`config.mk`:
```
export PLATFORM = sky130hd
export DESIGN_NAME = ddr_fifo_write_ctrl
export DESIGN_NICKNAME = d
export VERILOG_FILES = /design/src/rtl/ddr_fifo_write_ctrl.sv
export SDC_FILE = /design/constraint.sdc
export NUM_CORES = 1
export LEC_CHECK = 0
export CAP_MARGIN = 20
export CORE_MARGIN = 4
export CORE_UTILIZATION = 49
export DETAILED_ROUTE_END_ITERATION = 7
export PLACE_DENSITY = 0.77
export SLEW_MARGIN = 40
export SYNTH_ARGS = -nofsm -noshare
export SYNTH_HDL_FRONTEND = slang
export SYNTH_SLANG_ARGS = --single-unit
```
`constraint.sdc`:
```
create_clock -name Clk -period 3.95 [get_ports Clk]
set_clock_uncertainty 0.1 [all_clocks]
set_input_delay 0.9875 -clock Clk [delete_from_list [all_inputs] [get_ports Clk]]
set_output_delay 0.9875 -clock Clk [all_outputs]
set_load 0.01 [all_outputs]
```
`src/rtl/ddr_fifo_write_ctrl.sv`:
```
// Write-domain pointer controller for the DDR wishbone slave's asynchronous FIFOs.
// Drives RAM write enable/address, exports the Gray write pointer and derives full/level status.
module ddr_fifo_write_ctrl #(
    parameter int ADDR_WIDTH         = 4,
    parameter int ALMOST_FULL_MARGIN = 2
) (
    input  logic                  Clk,
    input  logic                  Rst,
    input  logic                  Clear_in,
    input  logic                  Push_in,
    output logic                  PushAccept_out,
    output logic                  WrEn_out,
    output logic [ADDR_WIDTH-1:0] WrAddr_out,
    output logic [ADDR_WIDTH:0]   WrPtrGray_out,
    input  logic [ADDR_WIDTH:0]   RdPtrGray_in,
    output logic                  Full_out,
    output logic                  AlmostFull_out,
    output logic [ADDR_WIDTH:0]   Level_out,
    output logic                  Overflow_out
);

    localparam int PW = ADDR_WIDTH + 1;
    localparam logic [PW-1:0] DEPTH    = PW'(1) << ADDR_WIDTH;
    localparam logic [PW-1:0] MARGIN_V = PW'(ALMOST_FULL_MARGIN);

    function automatic logic [PW-1:0] bin2gray(input logic [PW-1:0] b);
        return b ^ (b >> 1);
    endfunction

    function automatic logic [PW-1:0] gray2bin(input logic [PW-1:0] g);
        logic [PW-1:0] b;
        b[PW-1] = g[PW-1];
        for (int i = PW - 2; i >= 0; i--) begin
            b[i] = b[i+1] ^ g[i];
        end
        return b;
    endfunction

    logic [PW-1:0] bin_q, bin_d;
    logic [PW-1:0] gray_q;
    logic [PW-1:0] sync1_q, sync2_q;
    logic [PW-1:0] level_q, level_d;
    logic          full_q, full_d;
    logic          afull_q, afull_d;
    logic          ovf_q, ovf_d;
    logic          push_acc;
    logic [PW-1:0] rd_bin;
    logic [PW-1:0] free_cnt;

    always_comb begin
        push_acc = Push_in & ~full_q & ~Clear_in;
        bin_d    = bin_q + {{ADDR_WIDTH{1'b0}}, push_acc};
        rd_bin   = gray2bin(sync2_q);
        level_d  = bin_d - rd_bin;
        free_cnt = DEPTH - level_d;
        full_d   = (level_d == DEPTH);
        afull_d  = full_d | (free_cnt <= MARGIN_V);
        ovf_d    = ovf_q | (Push_in & full_q);
    end

    // Status is computed from the post-push pointer so it never lags an accepted write.
    always_ff @(posedge Clk or posedge Rst) begin
        if (Rst) begin
            bin_q   <= '0;
            gray_q  <= '0;
            sync1_q <= '0;
            sync2_q <= '0;
            level_q <= '0;
            full_q  <= 1'b0;
            afull_q <= 1'b0;
            ovf_q   <= 1'b0;
        end else if (Clear_in) begin
            bin_q   <= '0;
            gray_q  <= '0;
            sync1_q <= '0;
            sync2_q <= '0;
            level_q <= '0;
            full_q  <= 1'b0;
            afull_q <= 1'b0;
            ovf_q   <= 1'b0;
        end else begin
            bin_q   <= bin_d;
            gray_q  <= bin2gray(bin_d);
            sync1_q <= RdPtrGray_in;
            sync2_q <= sync1_q;
            level_q <= level_d;
            full_q  <= full_d;
            afull_q <= afull_d;
            ovf_q   <= ovf_d;
        end
    end

    assign PushAccept_out = push_acc;
    assign WrEn_out       = push_acc;
    assign WrAddr_out     = bin_q[ADDR_WIDTH-1:0];
    assign WrPtrGray_out  = gray_q;
    assign Full_out       = full_q;
    assign AlmostFull_out = afull_q;
    assign Level_out      = level_q;
    assign Overflow_out   = ovf_q;

endmodule

```
### Word-level counts from Yosys, hierarchy flattened

Index checks and enable logic that the tools add are counted.

* register bits after elaboration: 28
* output and inout port bits: 19

* add/sub/neg operators: 3
* order comparisons: 1
* eq/ne operators: 1
* multiplexer cells: 8
* bitwise operators: 12

Operator list (count)
* $mux 5: 5
* $add 5x1->5: 1
* $eq 5x5->1 const B: 1
* $le 5x2->1 const B: 1
* $sub 5x5->5: 1
* $sub 5x5->5 const A: 1
* $xor 5x4->5: 1
* $xor 1x1->1: 4
* $and 1x1->1: 3
* $mux 1: 3
* $not 1->1: 2
* $or 1x1->1: 2

### Longest topological paths before layout

* depth in word-level cells: 9
* mapped depth: 16
* depth with buffers taken out: 14

### Worst setup path before layout

OpenSTA, ideal clock, no wires.

* path kind: in2reg
* start point: in Clear_in
* end point: reg afull_q (netlist: AlmostFull_out)
* setup time: 96 ps
* arrival time: 4184 ps
* data required time: 3754 ps
* setup slack: -430 ps
* cell stages on the path: 16
* path buffers: 3
* cells stage by stage: clkbuf_1 -> clkbuf_1 -> nor3b_1 -> ha_1 -> ha_1 -> clkbuf_1 -> xor2_1 -> ha_1 -> a21o_2 -> a21o_1 -> a21oi_2 -> xnor2_1 -> ha_1 -> a21oi_1 -> nor2_1 -> a311oi_2

* longest elaborated chain between the ends: 8
* elaborated cells on any way between the ends: 9

Ends and longest elaborated chain
* start, declared: RTL line 9 `input logic Clear_in,`
* $not 1->1 (*): RTL line 51 `push_acc = Push_in & ~full_q & ~Clear_in;`
* $and 1x1->1 (*): RTL line 51
* named net PushAccept_out: RTL line 11 `output logic PushAccept_out,`
* $add 5x1->5 (*): RTL line 52 `bin_d = bin_q + {{ADDR_WIDTH{1'b0}}, push_acc};`
* $sub 5x5->5 (*): RTL line 54 `level_d = bin_d - rd_bin;`
* $sub 5x5->5: RTL line 55 `free_cnt = DEPTH - level_d;`
* $le 5x2->1: RTL line 57 `afull_d = full_d | (free_cnt <= MARGIN_V);`
* $or 1x1->1 (*): RTL line 57
* $mux 1 (*): RTL line 72 `end else if (Clear_in) begin`
* end signal, assigned: RTL line 88 `afull_q <= afull_d;`
* end, declared: RTL line 44 `logic afull_q, afull_d;`

The timed path passes the listed nets; every way through them passes the cells marked *.

### Worst setup path in the final report

* start point: in Clear_in
* end point: reg afull_q (netlist: AlmostFull_out)

* longest elaborated chain between the ends: 8
* elaborated cells on any way between the ends: 9

Ends and longest elaborated chain (RTL line)
* $not 1->1: 51
* $and 1x1->1: 51
* $add 5x1->5: 52
* $sub 5x5->5: 54
* $sub 5x5->5: 55
* $le 5x2->1: 57
* $or 1x1->1: 57
* $mux 1 (*): 72

Every way passes the cells marked *; elsewhere a longest branch is shown, timed or not.

==> summary.txt <==
final number of hold-violating endpoints -> 0
asr flop ratio synth -> 100%
Mean Syn Cell Area -> 11.2 um^2
CP arrival -> 3.85 ns
antenna violations before repair -> 0
R2R Path Start -> sync2_q[4]$_DFF_PP0_
Layout Area Growth over Synthesis -> 35.0%
count leader, synth -> dfrtp_1
Post-Synth Adder-Cell Area -> 9.43%
vias in the first global route -> 921
Synth Cell Area -> 1310 um^2
routability cong. -> 1.01
HP Start -> sync1_q[0]$_DFF_PP0_
gr usage total -> 16.1%
Synth cell types -> 26
Max Cap Violations -> 0
total power -> 0.698 mW
Synth Area in Compound Gates -> 7.62%
drt total wl -> 2480 um
max incr delay on CP -> 0.47 ns
drc violations -> 0
Detailed Place HPWL -> 1960 um
Worst setup SP type -> input port
Relative slew margins -> 63.6%
leakage -> 0.834 nW
RSZ-0062 raised after global routing -> false
xor-xnor portion of the synthesized cell area -> 13.8%
Die Span Y -> 59.8 um
DP Area -> 1750 um^2
clk sink count -> 27
number of enable flip-flop cells after synthesis -> 0
Yosys warnings -> 0
initial core utilization -> 52.1%
CP bufs+invs -> 3
die width -> 59.8 um
Simple-Gate Fraction of Synth Area -> 14.0%
HP Class -> reg -> reg
share of the synthesized area in the top cell type -> 51.4%
Final ANT Viol Nets -> 0
slowest stage cell, crit path -> clkdlybuf4s50_1
grt ovf -> 0
Tmin final -> 3.70 ns
Core Region -> 2520 um^2
Max IR drop VDD -> 0.286 mV
fmax -> 0.270 GHz
Seq/Total Area, Yosys -> 51.4%
Final Max Tran Viols -> 0
Port Buffers -> 27
area leader, netlist -> dfrtp_1
Worst setup EP type -> register
Largest delay share family, worst path -> adder cells
drt wl/cell -> 13.1 um
CP max FO -> 2
Synth Flop Type -> dfrtp_1
fin area -> 1770 um^2
io pins -> 28
CTS clk-pin slew, worst paths -> 0.14 ns
WP data required -> 4.10 ns
ranking of synthesized cells by area -> dfrtp_1 (51%), ha_1 (8.6%), nor2b_1 (6.7%), xnor2_1 (6.0%), xor2_1 (5.3%)
final std cells w/o fill -> 189
placed cells -> 185
# rows -> 18
number of iterations in the first detailed-routing pass -> 5
post-CTS setup buffer count -> 0
multiplexer share of the synthesized area -> 0%
clock tree buffer depth -> 2
H-tree Lvls -> 1
largest net degree at the start of global routing -> 28
Period Utilization, post-route -> 93.7%
CTS Hold Buffers Added -> 0
DR vias -> 905
DR iter-0 viols -> 16
first-pass GRT wire length -> 4310 um
vias per std cell -> 4.79
combinational family with the most area after synthesis -> simple AND/OR/NAND/NOR gates
Reg2Reg Setup Slack -> 0.87 ns
post-synthesis net count -> 135
layout cells sized above 1 -> 20.8%
Worst Setup SP -> Clear_in
CTS tree -> yes
class of the most critical setup path -> in -> reg
Worst-Margin Slew -> 0.545 ns
fin nets -> 178
hold_ws -> 0.383 ns
setup_tns -> 0 ns
#FFs+latches synth -> 27
total die area -> 3570 um^2
Final Setup Violations -> 0
worst-skew pair later-pin latency -> 0.32 ns
cts bufs inserted -> 3
root buf cell -> clkbuf_4
Antenna Cells -> 0
Synth Instances -> 117
Synth top cells by count -> dfrtp_1 (27), nor2_1 (15), nor2b_1 (14)
critical-path cell list -> clkdlybuf4s50_1 > nor3b_4 > ha_2 > inv_1 > ha_1 > inv_1 > maj3_2 > a21oi_2 > xor2_1 > and3_1 > ha_1 > a21oi_1 > nor2_1 > a311oi_2
Pwr Density -> 394 nW/um^2
Post-CTS Resized -> 0
status -> complete, no violations
## path summary, 6_finish.rpt
path,end,cells past startpoint
worst max-delay path,AlmostFull_out$_DFF_PP0_,14
worst min-delay path,sync2_q[0]$_DFF_PP0_,1
worst max register to register,AlmostFull_out$_DFF_PP0_,13
worst min register to register,sync2_q[0]$_DFF_PP0_,1
max in group asynchronous,WrPtrGray_out[1]$_DFF_PP0_,2
min in group asynchronous,sync1_q[2]$_DFF_PP0_,2
## worst register-to-register path: cells and delay by family, from the launching register on
family / cells / cell delay (ns)
xor+xnor: 4 / 0.90
fa+ha+maj: 3 / 0.73
compound gates: 3 / 0.52
flops: 1 / 0.45
simple gates: 2 / 0.24
buf+inv: 1 / 0.07
## layout make-up
type,count,area [um^2]
fillers,179,749
repair buffers,44,398
flip-flops and latches,27,676
well taps,30,37.5
multi-input cells,78,613
clock buffers,4,26.3
inverters,6,22.5
## metrics by stage
step	util, %	setup slack [ns]
2_1_floorplan	-	0.0157
3_3_place_gp	69.2	-0.0717
3_5_place_dp	69.2	-0.113
4_1_cts	70.3	0.230
5_1_grt	70.3	0.0718
6_report	70.3	0.247
## placed cells by master (no fill, tap or decap), drive strengths merged
master / count
dfrtp: 27
clkdlybuf4s50: 27
buf: 17
nor2: 15
nor2b: 14
xnor2: 11
ha: 9
xor2: 8
inv: 6
a21oi: 5
clkbuf: 4
nand3: 3
a21o: 2
and3: 2
maj3: 1
nand2: 1
a21boi: 1
o21ai: 1
o21a: 1
o211ai: 1
a41oi: 1
a311oi: 1
nor3b: 1
## power breakdown
group	internal [mW]	switching, mW
registers	0.297	0.00748
logic	0.150	0.124
clock network	0.0396	0.0805
## kinds of logic after synthesis
kind of cell	Yosys count
compound gates	13
xor+xnor	19
fa+ha+maj	10
buf+inv	12
flops	27
simple gates	36
## per-layer routing
metal	GRT usage [%]	wire [um]	up-vias
met2	29.6	1300	26
met5	0	0	-
met3	2.59	139	4
met1	19.1	1010	419
li1	-	-	456
met4	4.75	29	0
## state kept, by name, indices dropped and copies added, names as in the netlist
name / cells
sync2_q: 5
sync1_q: 5
AlmostFull_out: 1
Overflow_out: 1
WrPtrGray_out: 4
Full_out: 1
Level_out: 5
bin_q: 5
Power figures use the tool's default switching activity.
